==> src/rtl/cla_pkg.sv <==
// Shared widths and the stage-1 payload layout for the pipelined CLA subtractor.
// No logic lives here.
// Types only; there is no latency or backpressure.
package cla_pkg;

  localparam int CLA_WIDTH = 32;
  localparam int CLA_HALF  = 16;
  localparam int CLA_GROUP = 4;

  // Everything stage 2 needs to finish the upper half and the flags.
  typedef struct packed {
    logic [CLA_HALF-1:0] lo;
    logic                c16;
    logic [CLA_HALF-1:0] a_hi;
    logic [CLA_HALF-1:0] nb_hi;
    logic                a31;
    logic                b31;
  } s1_payload_t;

endpackage

==> src/rtl/cla_sub_16_bit_stage.sv <==
// 16-bit carry-lookahead adder built from four 4-bit groups and a 4-group lookahead unit.
// Latency: purely combinational, no state.
// Backpressure: none; the enclosing pipeline stage owns flow control.
module cla_sub_16_bit_stage
  import cla_pkg::*;
#(
  parameter int GROUP_W = CLA_GROUP
) (
  input  logic [CLA_HALF-1:0] x,
  input  logic [CLA_HALF-1:0] y,
  input  logic                cin,
  output logic [CLA_HALF-1:0] sum,
  output logic                cout,
  output logic                grp_p,
  output logic                grp_g
);

  localparam int NGROUP = CLA_HALF / GROUP_W;

  logic [CLA_HALF-1:0] g;
  logic [CLA_HALF-1:0] p;
  logic [NGROUP-1:0]   gg;
  logic [NGROUP-1:0]   gp;
  logic [NGROUP:0]     gc;

  assign g = x & y;
  assign p = x ^ y;

  always_comb begin : group_pg
    logic gk;
    logic pk;
    gg = '0;
    gp = '0;
    for (int k = 0; k < NGROUP; k++) begin
      gk = 1'b0;
      pk = 1'b1;
      for (int j = 0; j < GROUP_W; j++) begin
        gk = g[k*GROUP_W+j] | (p[k*GROUP_W+j] & gk);
        pk = pk & p[k*GROUP_W+j];
      end
      gg[k] = gk;
      gp[k] = pk;
    end
  end

  // Group carry-ins are resolved in parallel from the group generate/propagate terms.
  assign gc[0] = cin;
  assign gc[1] = gg[0] | (gp[0] & cin);
  assign gc[2] = gg[1] | (gp[1] & gg[0]) | (gp[1] & gp[0] & cin);
  assign gc[3] = gg[2] | (gp[2] & gg[1]) | (gp[2] & gp[1] & gg[0])
               | (gp[2] & gp[1] & gp[0] & cin);

  assign grp_g = gg[3] | (gp[3] & gg[2]) | (gp[3] & gp[2] & gg[1])
               | (gp[3] & gp[2] & gp[1] & gg[0]);
  assign grp_p = &gp;
  assign gc[4] = grp_g | (grp_p & cin);
  assign cout  = gc[4];

  always_comb begin : group_sum
    logic c;
    sum = '0;
    c   = 1'b0;
    for (int k = 0; k < NGROUP; k++) begin
      c = gc[k];
      for (int j = 0; j < GROUP_W; j++) begin
        sum[k*GROUP_W+j] = p[k*GROUP_W+j] ^ c;
        c = g[k*GROUP_W+j] | (p[k*GROUP_W+j] & c);
      end
    end
  end

endmodule

==> src/rtl/cla_subtractor_32_bit_pipe.sv <==
// Two-stage 32-bit subtractor: diff = a - b - bin computed as a + ~b + ~bin, plus borrow/overflow/zero flags.
// Latency: 2 cycles from accept to out_valid; one beat per cycle.
// Backpressure: valid/ready both sides; in_ready drops only when both stages are full and out_ready is low.
module cla_subtractor_32_bit_pipe
  import cla_pkg::*;
#(
  parameter int WIDTH   = CLA_WIDTH,
  parameter int GROUP_W = CLA_GROUP
) (
  input  logic             clk,
  input  logic             rst,
  input  logic             in_valid,
  output logic             in_ready,
  input  logic [WIDTH-1:0] a,
  input  logic [WIDTH-1:0] b,
  input  logic             bin,
  output logic             out_valid,
  input  logic             out_ready,
  output logic [WIDTH-1:0] diff,
  output logic             bout,
  output logic             ovf,
  output logic             zero
);

  logic adv1;
  logic adv2;
  logic s1_valid;
  logic s2_valid;

  logic [WIDTH-1:0]    nb;
  logic [CLA_HALF-1:0] lo_sum;
  logic                lo_c16;
  logic                lo_p;
  logic                lo_g;
  logic [CLA_HALF-1:0] hi_sum;
  logic                hi_c32;
  logic                hi_p;
  logic                hi_g;
  logic                unused_grp;

  s1_payload_t      s1_d;
  s1_payload_t      s1_q;
  logic [WIDTH-1:0] diff_d;

  assign adv2     = !s2_valid || out_ready;
  assign adv1     = !s1_valid || adv2;
  assign in_ready = adv1;

  assign nb = ~b;

  // Borrow-in is inverted into the adder's carry-in.
  cla_sub_16_bit_stage #(.GROUP_W(GROUP_W)) u_lo (
    .x     (a[CLA_HALF-1:0]),
    .y     (nb[CLA_HALF-1:0]),
    .cin   (~bin),
    .sum   (lo_sum),
    .cout  (lo_c16),
    .grp_p (lo_p),
    .grp_g (lo_g)
  );

  assign s1_d = '{lo:    lo_sum,
                  c16:   lo_c16,
                  a_hi:  a[WIDTH-1:CLA_HALF],
                  nb_hi: nb[WIDTH-1:CLA_HALF],
                  a31:   a[WIDTH-1],
                  b31:   b[WIDTH-1]};

  always_ff @(posedge clk) begin
    if (rst) begin
      s1_valid <= 1'b0;
      s1_q     <= '0;
    end else if (adv1) begin
      s1_valid <= in_valid;
      if (in_valid) s1_q <= s1_d;
    end
  end

  cla_sub_16_bit_stage #(.GROUP_W(GROUP_W)) u_hi (
    .x     (s1_q.a_hi),
    .y     (s1_q.nb_hi),
    .cin   (s1_q.c16),
    .sum   (hi_sum),
    .cout  (hi_c32),
    .grp_p (hi_p),
    .grp_g (hi_g)
  );

  assign diff_d     = {hi_sum, s1_q.lo};
  assign unused_grp = ^{lo_p, lo_g, hi_p, hi_g};

  always_ff @(posedge clk) begin
    if (rst) begin
      s2_valid <= 1'b0;
      diff     <= '0;
      bout     <= 1'b0;
      ovf      <= 1'b0;
      zero     <= 1'b0;
    end else if (adv2) begin
      s2_valid <= s1_valid;
      if (s1_valid) begin
        diff <= diff_d;
        bout <= ~hi_c32;
        ovf  <= (s1_q.a31 != s1_q.b31) && (diff_d[WIDTH-1] != s1_q.a31);
        zero <= ~|diff_d;
      end
    end
  end

  assign out_valid = s2_valid;

endmodule

==> config.mk <==
export PLATFORM = sky130hd
export DESIGN_NAME = cla_subtractor_32_bit_pipe
export DESIGN_NICKNAME = d
export VERILOG_FILES = /design/src/rtl/cla_pkg.sv /design/src/rtl/cla_sub_16_bit_stage.sv /design/src/rtl/cla_subtractor_32_bit_pipe.sv
export SDC_FILE = /design/constraint.sdc
export NUM_CORES = 1
export LEC_CHECK = 0
export ABC_AREA = 1
export ABC_CLOCK_PERIOD_IN_PS = 7400
export BUFFER_PORTS_ARGS = -buffer_cell sky130_fd_sc_hd__buf_2
export CAP_MARGIN = 20
export CORE_MARGIN = 3
export CORE_UTILIZATION = 35
export DETAILED_ROUTE_END_ITERATION = 10
export RECOVER_POWER = 100
export SYNTH_ARGS = -nofsm -noshare
export SYNTH_HDL_FRONTEND = slang
export SYNTH_HIERARCHICAL = 1
export SYNTH_SLANG_ARGS = --single-unit
==> constraint.sdc <==
create_clock -name clk -period 7.4 [get_ports clk]
set_input_delay 0.37 -clock clk [delete_from_list [all_inputs] [get_ports clk]]
set_output_delay 0.37 -clock clk [all_outputs]
set_load 0.05 [all_outputs]
# Word level (Yosys, flattened, before mapping)
# Cells that the tools add are included.
# totals
out_inout_bits	37
word_cells	234
regBits	88
inputBits	69
# classes
n_bitwise	209
reduce_logical	11
n_eq_ne	2
# ops
cell	count
$and A1 B1 Y1	102
$or A1 B1 Y1	68
$and A16 B16 Y16	2
$not A32 Y32	1
$reduce_or A32 Y1	1
$xor A1 B1 Y1	32
$xor A16 B16 Y16	2
$reduce_and A4 Y1	2
$reduce_and A2 Y1	2
$logic_not A1 Y1	3
$logic_or A1 B1 Y1	2
$ne A1 B1 Y1	2
$not A1 Y1	2
$logic_and A1 B1 Y1	1

# Depth between registers and ports, before layout
# Gate-level depths: netlist of run 1.
# logic_depth
word_depth	20
mapped_depth	18
mapped_depth_nobuf	18

# Hierarchy
# The synthesis of run 1 kept the hierarchy.
# modules_own_cells
mod	n_inst	seq_area_each_um2	area_per_inst_um2	cells_per_inst
cla_subtractor_32_bit_pipe	1	1741.7	3286.9	406
cla_sub_16_bit_stage at u_lo	1	0.0	814.5	96
cla_sub_16_bit_stage at u_hi	1	0.0	802.0	98

# Least setup slack after synthesis of run 1
# No wires, ideal clock.
# synth_path
kind	reg2reg
from	register s1_q[4] (netlist name)
to	register zero
required_time_ns	7.336
synth_period_minus_slack_ns	2.974
slack_ns	4.426
setup_ns	0.064
stages_incl_launch_ff	19
n_path_buf	0
arrival_ns	2.911
cell_sequence	dfxtp_1 > ha_1 > nand2_1 > inv_1 > o21ai_0 > nand3b_1 > nand2_1 > nand3_1 > fa_1 > fa_1 > fa_1 > xor2_1 > nor2_1 > nand2_1 > nor2_1 > nand3_1 > nor2_1 > nor2_1 > nor2_1
# synth_between
elab_chain_cells	17
# synth_lines
item	line	text
start, declared	cla_subtractor_32_bit_pipe.sv:42	s1_payload_t s1_q;
start signal, assigned	cla_subtractor_32_bit_pipe.sv:72	s1_q <= '0;
start signal, assigned	cla_subtractor_32_bit_pipe.sv:75	if (in_valid) s1_q <= s1_d;
$xor A16 B16 Y16	cla_sub_16_bit_stage.sv:27	assign p = x ^ y;
$and A1 B1 Y1	cla_sub_16_bit_stage.sv:38	gk = g[k*GROUP_W+j] | (p[k*GROUP_W+j] & gk);
$or A1 B1 Y1	cla_sub_16_bit_stage.sv:38	
$and A1 B1 Y1	cla_sub_16_bit_stage.sv:38	
$or A1 B1 Y1	cla_sub_16_bit_stage.sv:38	
$and A1 B1 Y1	cla_sub_16_bit_stage.sv:50	assign gc[3] = gg[2] | (gp[2] & gg[1]) | (gp[2] & gp[1] & gg[0])
$or A1 B1 Y1	cla_sub_16_bit_stage.sv:50	
$or A1 B1 Y1 (*)	cla_sub_16_bit_stage.sv:51	| (gp[2] & gp[1] & gp[0] & cin);
(+2 left out)	-	
$and A1 B1 Y1 (*)	cla_sub_16_bit_stage.sv:67	c = g[k*GROUP_W+j] | (p[k*GROUP_W+j] & c);
$or A1 B1 Y1 (*)	cla_sub_16_bit_stage.sv:67	
$and A1 B1 Y1 (*)	cla_sub_16_bit_stage.sv:67	
$or A1 B1 Y1 (*)	cla_sub_16_bit_stage.sv:67	
$xor A1 B1 Y1 (*)	cla_sub_16_bit_stage.sv:66	sum[k*GROUP_W+j] = p[k*GROUP_W+j] ^ c;
via diff_d[31]	cla_subtractor_32_bit_pipe.sv:43	logic [WIDTH-1:0] diff_d;
$reduce_or A32 Y1 (*)	cla_subtractor_32_bit_pipe.sv:105	zero <= ~|diff_d;
$logic_not A1 Y1 (*)	cla_subtractor_32_bit_pipe.sv:105	
end signal, assigned	cla_subtractor_32_bit_pipe.sv:105	
end, declared	cla_subtractor_32_bit_pipe.sv:22	output logic zero
# The timed path passes the listed nets; every way through them passes the cells marked *.
# A chain may end at the register's enable or synchronous reset.

# Final worst setup path of run 1
# layout_path
from	register s2_valid (netlist: out_valid)
to	register s1_q[16] (netlist name)
# layout_between
elab_chain_cells	4
# layout_lines
item	line	text
start, declared	cla_subtractor_32_bit_pipe.sv:28	logic s2_valid;
start signal, assigned	cla_subtractor_32_bit_pipe.sv:100	s2_valid <= s1_valid;
$logic_not A1 Y1	cla_subtractor_32_bit_pipe.sv:45	assign adv2 = !s2_valid || out_ready;
$logic_or A1 B1 Y1	cla_subtractor_32_bit_pipe.sv:45	
$logic_or A1 B1 Y1	cla_subtractor_32_bit_pipe.sv:46	assign adv1 = !s1_valid || adv2;
$reduce_and A2 Y1 (no line)	-	
# Every way passes these cells.

==> results of run 1 <==
## area by class of cell
type / count / share of cell area (%)
inverters: 67 / 4.48
well taps: 176 / 3.88
multi-input cells: 418 / 46.7
repair buffers: 106 / 8.58
flip-flops and latches: 87 / 30.7
clock buffers: 12 / 4.70
clock inverters: 4 / 0.926
## state kept, by name, indices dropped and copies added, names as in the netlist
signal and cells:
s1_valid 1, bout 1, diff_d 16, s1_q 34, zero 1, out_valid 1, diff 32, ovf 1
## worst max-delay path, stage by stage (launching register included)
cell and delay [ns]:
dfxtp_1 0.35, nand3_1 0.13, nand2_1 1.17, clkinvlp_2 2.16, o21ai_0 0.73, a21oi_1 0.07
## where the power goes
group	internal, W	total (W)	switching (W)	leakage [nW]
Clock	0.000290	0.000470	0.000180	0.159
Combinational	0.0000942	0.000282	0.000188	1.80
Sequential	0.000506	0.000534	0.0000283	0.720
Total	0.000890	0.00129	0.000396	2.67
## stage by stage
step | utilization (%) | worst slack (ns) | instances
after floorplan | - | 4.43 | 597
after global placement | 40.3 | 4.24 | 854
after detailed placement | 40.3 | 4.14 | 854
after CTS | 42.6 | 4.12 | 870
after global routing | 42.2 | 1.94 | 870
final | 42.2 | 2.59 | 870
## placed cells by master (no fill, tap or decap), drive strengths merged, types with 24 or more instances in the layout
master	instances
ha	32
clkbuf	49
nor2	142
fa	24
buf	69
inv	65
o21ai	84
a21oi	37
nand2	56
dfxtp	87
## metal layers
layer | vias up | GRT usage [%]
li1 | 2100 | -
met1 | 1839 | 20.0
met2 | 81 | 24.4
met3 | 14 | 3.44
met4 | 0 | 4.90
met5 | - | 0
## worst max path at each step
stage	from	to	slack [ns]	depth (start not counted)
after floorplan	s1_q[4]	zero	4.43	18
after global placement	s1_q[4]	zero	4.24	18
after detailed placement	s1_q[4]	zero	4.14	17
after CTS	s1_q[4]	zero	4.12	17
after global routing	out_valid	s1_q[13]	1.94	5
final	out_valid	s1_q[16]	2.59	5
==> results by stage, run 1 <==
Timing:
- Setup repair after global routing left no endpoint under its margin.
- The final critical-path share of the clock period is 65.0%.
- The number of endpoints with negative hold slack in the final report came to 0.
- The timing-limited maximum frequency is 208 MHz.
- The post-route worst hold slack is 0.204 ns.
- On the final layout, the worst clock skew is 0.00675 ns.
- Adding up every negative setup slack in the final design gives 0 ns.
- In this run the tightest slew margin relative to its limit is -29.5%.
- For the pin with the worst max-slew slack, the measured transition is 1.93 ns.
- Setup violations remaining at the end of the flow were counted as 0.
- The total count of max-transition violations in the final report came to 103.
- The clock period minus final worst setup slack is 4.81 ns.

Critical path:
- Data on the critical path is required at its endpoint by 7.57 ns.
- The endpoint identified for the worst register-to-register timing path is s1_q[16].
- The endpoint class of the critical path is a flop.
- The worst setup path is launched from a flop.
- The worst setup path is of the flop to flop kind.
- At the worst endpoint, the arrival time is 4.98 ns.
- The startpoint of the lowest-slack register-to-register path is out_valid.
- Along the worst path, the maximum fanout reaches 63.
- The setup slack of the worst register-to-register path is 2.59 ns.
- The depth of the worst register-to-register path is 5.

Global route:
- The via count of the first global-routing pass is 4,101.
- The first global-routing pass estimated 19.5 mm of wire.
- The global routing usage summed across all routing layers is 15.1%.
- Entering global routing, the biggest net connects 64 pins.
- The number of antenna violations at the first check in global routing is 0.
- The residual overflow from global routing is 0.

Clocking:
- The later-pin clock latency in the skew report is 0.33 ns.
- The number of sinks handled by clock tree synthesis is 87.
- The cell at the root of the clock tree is clkbuf_16.
- The total setup buffers inserted after CTS is 0.
- The number of buffers inserted during clock tree synthesis is 9.
- The clock tree synthesis step divided the H-tree into 3 levels.
- TritonCTS built the clock tree.
- The clock transition time at the flip-flop clock pins of the worst setup and hold paths is 0.06 ns.
- Hold repair after CTS inserted 0 buffers.
- The maximum buffer depth of the clock tree is 2.
- In this run, post-CTS repair resized a total of 0 instances.

Run status:
- The flow ran to the end, but the final reports show violations.
- The final reports fail on max-capacitance violations, max-slew violations.

Yosys:
- The count of warnings emitted by yosys is 6.
- Synthesis produced a netlist with a net count of 722.
- The area of the mapped netlist is 0.00489 sq mm.
- After technology mapping, the gate count stands at 597.
- The mean area per synthesized cell is 8.19 sq um.

Final layout:
- The share of cells above drive strength 1 is 17.7%.
- The post-layout instance area is 0.00567 sq mm.
- The area growth from synthesis to layout is 16.0%.
- The storage element area is 0.00174 sq mm.
- The final-stage net count is 814.
- The number of fillers in the final layout is 1,454.
- The antenna diode instance count is 0.
- The area taken by multi-input logic gates is 0.00265 sq mm.

Worst hold path:
- The startpoint of the lowest-slack hold path is b[20].
- The worst hold path was traced through 2 stages.
- The end point of the worst hold path is s1_q[6].
- The min-delay analysis places its worst path in the category input port to flop.

Detailed routing:
- The via density per instance is 4.64.
- After detailed routing, the average wire length per cell comes to 13.4 um.
- In this run the remaining antenna-violating nets after routing total 0.
- The count of unresolved DRC violations after routing is 0.
- The number of vias after detailed routing is 4,034.
- The detailed route wirelength on metal3 is 519 um.
- The total wire length after detailed routing is 11.6 mm.
- After detailed routing, the met2 layer carries 5.43 mm of wire.
- The sum of routed wire segments on met1 is 5.54 mm.
- The pre-antenna-repair detailed-routing pass consisted of 4 iterations.
- In this run, the number of DRC markers left after iteration 0 of detailed routing was 195.
- The highest metal layer carrying signal wires in the routed design is met4.

Placement:
- In this run the cell area measured after placement is 0.00542 sq mm.
- The quantity of I/O buffers inserted on ports is 105.
- The congestion estimate from routability-driven global placement came to 0.840.
- After legalization and detailed placement, the total HPWL measured 9.02 mm.

Pwr:
- The total power after layout is 0.00129 W.
- Across the VDD grid, the largest voltage drop is 0.0958 mV.
- The leakage power is 2.67 nW.
- The total power divided by cell area is 227 mW/mm^2.

Floorplanning:
- The core region is 0.0135 sq mm.
- The initial core utilization is 36.4%.
- The horizontal die dimension is 124 um.
- Row generation in the floorplan step produced 42 rows.
- In this run the count of I/O pins placed on the die edge is 106.
- The floorplan step defined a die boundary enclosing 0.0154 sq mm.
- The die is 124 um tall.

Flow run:
- Across the run, the number of max-cap violations was 3.
Power figures use the tool's default switching activity.
==> run 2, diff against run 1 <==
--- a/config.mk
+++ b/config.mk
@@ -6,7 +6,7 @@
 export NUM_CORES = 1
 export LEC_CHECK = 0
 export ABC_AREA = 1
-export ABC_CLOCK_PERIOD_IN_PS = 7400
+export ABC_CLOCK_PERIOD_IN_PS = 4800
 export BUFFER_PORTS_ARGS = -buffer_cell sky130_fd_sc_hd__buf_2
 export CAP_MARGIN = 20
 export CORE_MARGIN = 3
==> constraint.sdc (replaced) <==
create_clock -name clk -period 4.8 [get_ports clk]
set_input_delay 0.24 -clock clk [delete_from_list [all_inputs] [get_ports clk]]
set_output_delay 0.24 -clock clk [all_outputs]
set_load 0.05 [all_outputs]
==> run 2 against run 1 <==
Effect of this change:
- the flow still finishes with violations (max-capacitance violations, max-slew violations)
- register-to-register slack got worse by 1.2 ns
- clock-buffer cell count unchanged
- combinational power up 53%
- worst setup slack worse by 1.2 ns
- via count grew 1.0%
- cell count down 0.11%
- clock skew rose by 0.0012 ns
- sequential share of layout area is 0.28 points higher
- non-clock buffer count is the same
==> results by stage, run 2 (synthesis results as in run 1) <==
Run status:
- The run finished, with violations left.
- The checks that failed: max-capacitance violations, max-slew violations.

Clocking:
- The later-pin clock latency in the skew report is 0.33 ns.
- TritonCTS built the clock tree.
- After clock tree synthesis, the repair step resized 0 gates.
- Counting every sink on the clock net gives 87.
- The cell at the root of the clock tree is clkbuf_16.
- The cts-stage hold buffer count is 0.
- Post-CTS timing repair inserted 0 buffers for setup.
- The maximum buffer depth of the clock tree is 2.
- The clock transition time at the flip-flop clock pins of the worst setup and hold paths is 0.06 ns.
- The number of buffers inserted during clock tree synthesis is 9.
- The H-tree was split into 3 levels.

Floorplanning:
- The die covers 0.0154 sq mm.
- The chip height is 124 um.
- The initial core utilization is 36.4%.
- After floorplanning, the core was divided into 42 placement rows.
- The die is 124 um wide.
- The core area is 0.0135 sq mm.
- Pin placement for this block handled 106 I/O pins.

Timing:
- The number of endpoints with negative hold slack in the final report is 0.
- The worst pin sits at a relative slew slack of -6.30%.
- The total count of max-transition violations in the final report came to 86.
- The final number of setup-violating endpoints is 0.
- The transition at the pin with the smallest max-transition slack is 1.59 ns.
- The clock tree skew after final layout is 0.00800 ns.
- The final critical-path share of the clock period is 71.7%.
- The routed design could run at a clock period as short as 3.44 ns.
- The aggregate negative setup slack is 0 ns.
- Static timing analysis puts the maximum clock frequency at 291 MHz.
- Setup repair after global routing left no endpoint under its margin.

Critical path:
- The worst setup path category is flop to flop.
- The critical path startpoint category is a flop.
- The setup slack of the worst register-to-register path is 1.36 ns.
- The endpoint identified for the worst register-to-register timing path is diff[19].
- The top fanout value on the critical path is 46.
- Counting cells, the worst reg-to-reg path comes to 5.
- The startpoint of the lowest-slack register-to-register path is out_valid.
- For the worst setup path, the data required time is 4.97 ns.
- STA puts the critical path data arrival time at 3.61 ns.
- The endpoint class of the critical path is a flop.

Worst hold path:
- The end point of the worst hold path is s1_q[6].
- The class of the worst hold path is input port to flop.
- The startpoint of the lowest-slack hold path is b[20].
- The cell count of the worst hold path is 2.

Global route:
- The first global-routing pass estimated 19.1 mm of wire.
- The global routing usage summed across all routing layers is 14.8%.
- The pin count of the biggest net entering global routing is 64.
- The residual overflow from global routing is 0.
- The number of antenna violations at the first check in global routing is 0.
- The via count of the first global-routing pass is 4,073.

Final layout:
- The synthesis-to-finish area growth is 14.9%.
- The number of fillers in the final layout is 1,474.
- In the layout the commonest cells are nor2_1 (135), dfxtp_1 (87), buf_2 (68).
- Summing all multi-input logic gate instances after layout gives 0.00265 sq mm.
- The number of antenna diodes in the final layout is 0.
- The register with the most flip-flops in the layout has 34 of them.
- At the end of the flow, the number of nets in the layout was 814.
- More flip-flops sit in one register than any other, and that register is s1_q.
- Cells with a size suffix above 1 make up 17.3% of the layout.
- The storage element area is 0.00174 sq mm.
- The most common cell after layout, fill and taps aside is nor2_1.

Detailed routing:
- The final layout contains routed wiring with a total length of 11.6 mm.
- The number of vias after detailed routing is 4,075.
- The number of detailed-routing iterations run before antenna repair is 5.
- The wire length per cell after detailed routing is 13.3 um.
- The via density per instance is 4.69.
- The first routing iteration left 187 violations.
- The number of antenna-violating nets in the routed design is 0.
- After detailed routing, the number of remaining DRC violations is 0.

Pwr:
- The worst-case IR drop observed on VDD is 0.145 mV.
- The total power divided by cell area is 335 mW/mm^2.
- In this run the static leakage power is 2.65 nW.
- Power comes to 0.00188 W.

Flow run:
- Max-cap violations in this run came to 2.

Placement:
- The post-DP HPWL is 9.00 mm.
- The quantity of I/O buffers inserted on ports is 105.
- The placer's final routability congestion estimate is 0.839.
==> run 2: cell count changes in the layout (fill, tap and decap cells not counted), sizes merged <==
cell	previous run	this run
clkinvlp	2	3
clkinv	3	1
inv	65	66
bufinv	1	0
==> run 2: worst max-delay path, stage by stage (launching register included) <==
cell        delay [ns]
dfxtp_1           0.34
nand2_1           0.08
nand2_1           0.64
clkinvlp_2        1.49
o21ai_0           0.62
a21oi_1           0.08
==> run 2: cell type report <==
class	count	share of cell area, %
flip-flops and latches	87	31.0
inverters	67	4.54
multi-input cells	418	47.2
clock buffers	12	4.38
repair buffers	106	8.66
clock inverters	3	0.356
well taps	176	3.92
==> run 2: worst max-delay path by stage <==
| stage | from | endpoint | slack (ns) | cells after the start |
|---|---|---|---|---|
| global placement | s1_q[4] | zero | 1.64 | 18 |
| finish | out_valid | diff[19] | 1.36 | 5 |
| detailed placement | s1_q[4] | zero | 1.60 | 17 |
| CTS | s1_q[4] | zero | 1.59 | 17 |
| floorplan | s1_q[4] | zero | 1.83 | 18 |
| global route | out_valid | diff[18] | 0.94 | 5 |
==> run 2: per-stage QoR <==
stage	worst slack (ns)	area [sq um]	hold slack [ns]	util, %	instances
after floorplan	1.83	4890	0.309	-	597
after global placement	1.64	5420	0.417	40.3	854
after detailed placement	1.60	5420	0.421	40.3	854
after CTS	1.59	5680	0.0666	42.3	869
after global routing	0.941	5620	0.0711	41.8	869
final	1.36	5620	0.0769	41.8	869
==> run 2: report_power, final <==
part / internal, W / total [W] / switching (W) / leakage [nW]
clock: 0.000361 / 0.000627 / 0.000266 / 0.125
combinational: 0.000143 / 0.000431 / 0.000288 / 1.80
sequential: 0.000780 / 0.000823 / 0.0000430 / 0.720
total: 0.00128 / 0.00188 / 0.000596 / 2.65
==> run 2: layer usage <==
layer | vias up | global-route usage (%) | part of all wire (%)
li1 | 2099 | - | -
met3 | 12 | 3.44 | 5.1
met2 | 99 | 24.3 | 46
met1 | 1865 | 19.7 | 48
met4 | 0 | 4.19 | 1.2
met5 | - | 0 | 0
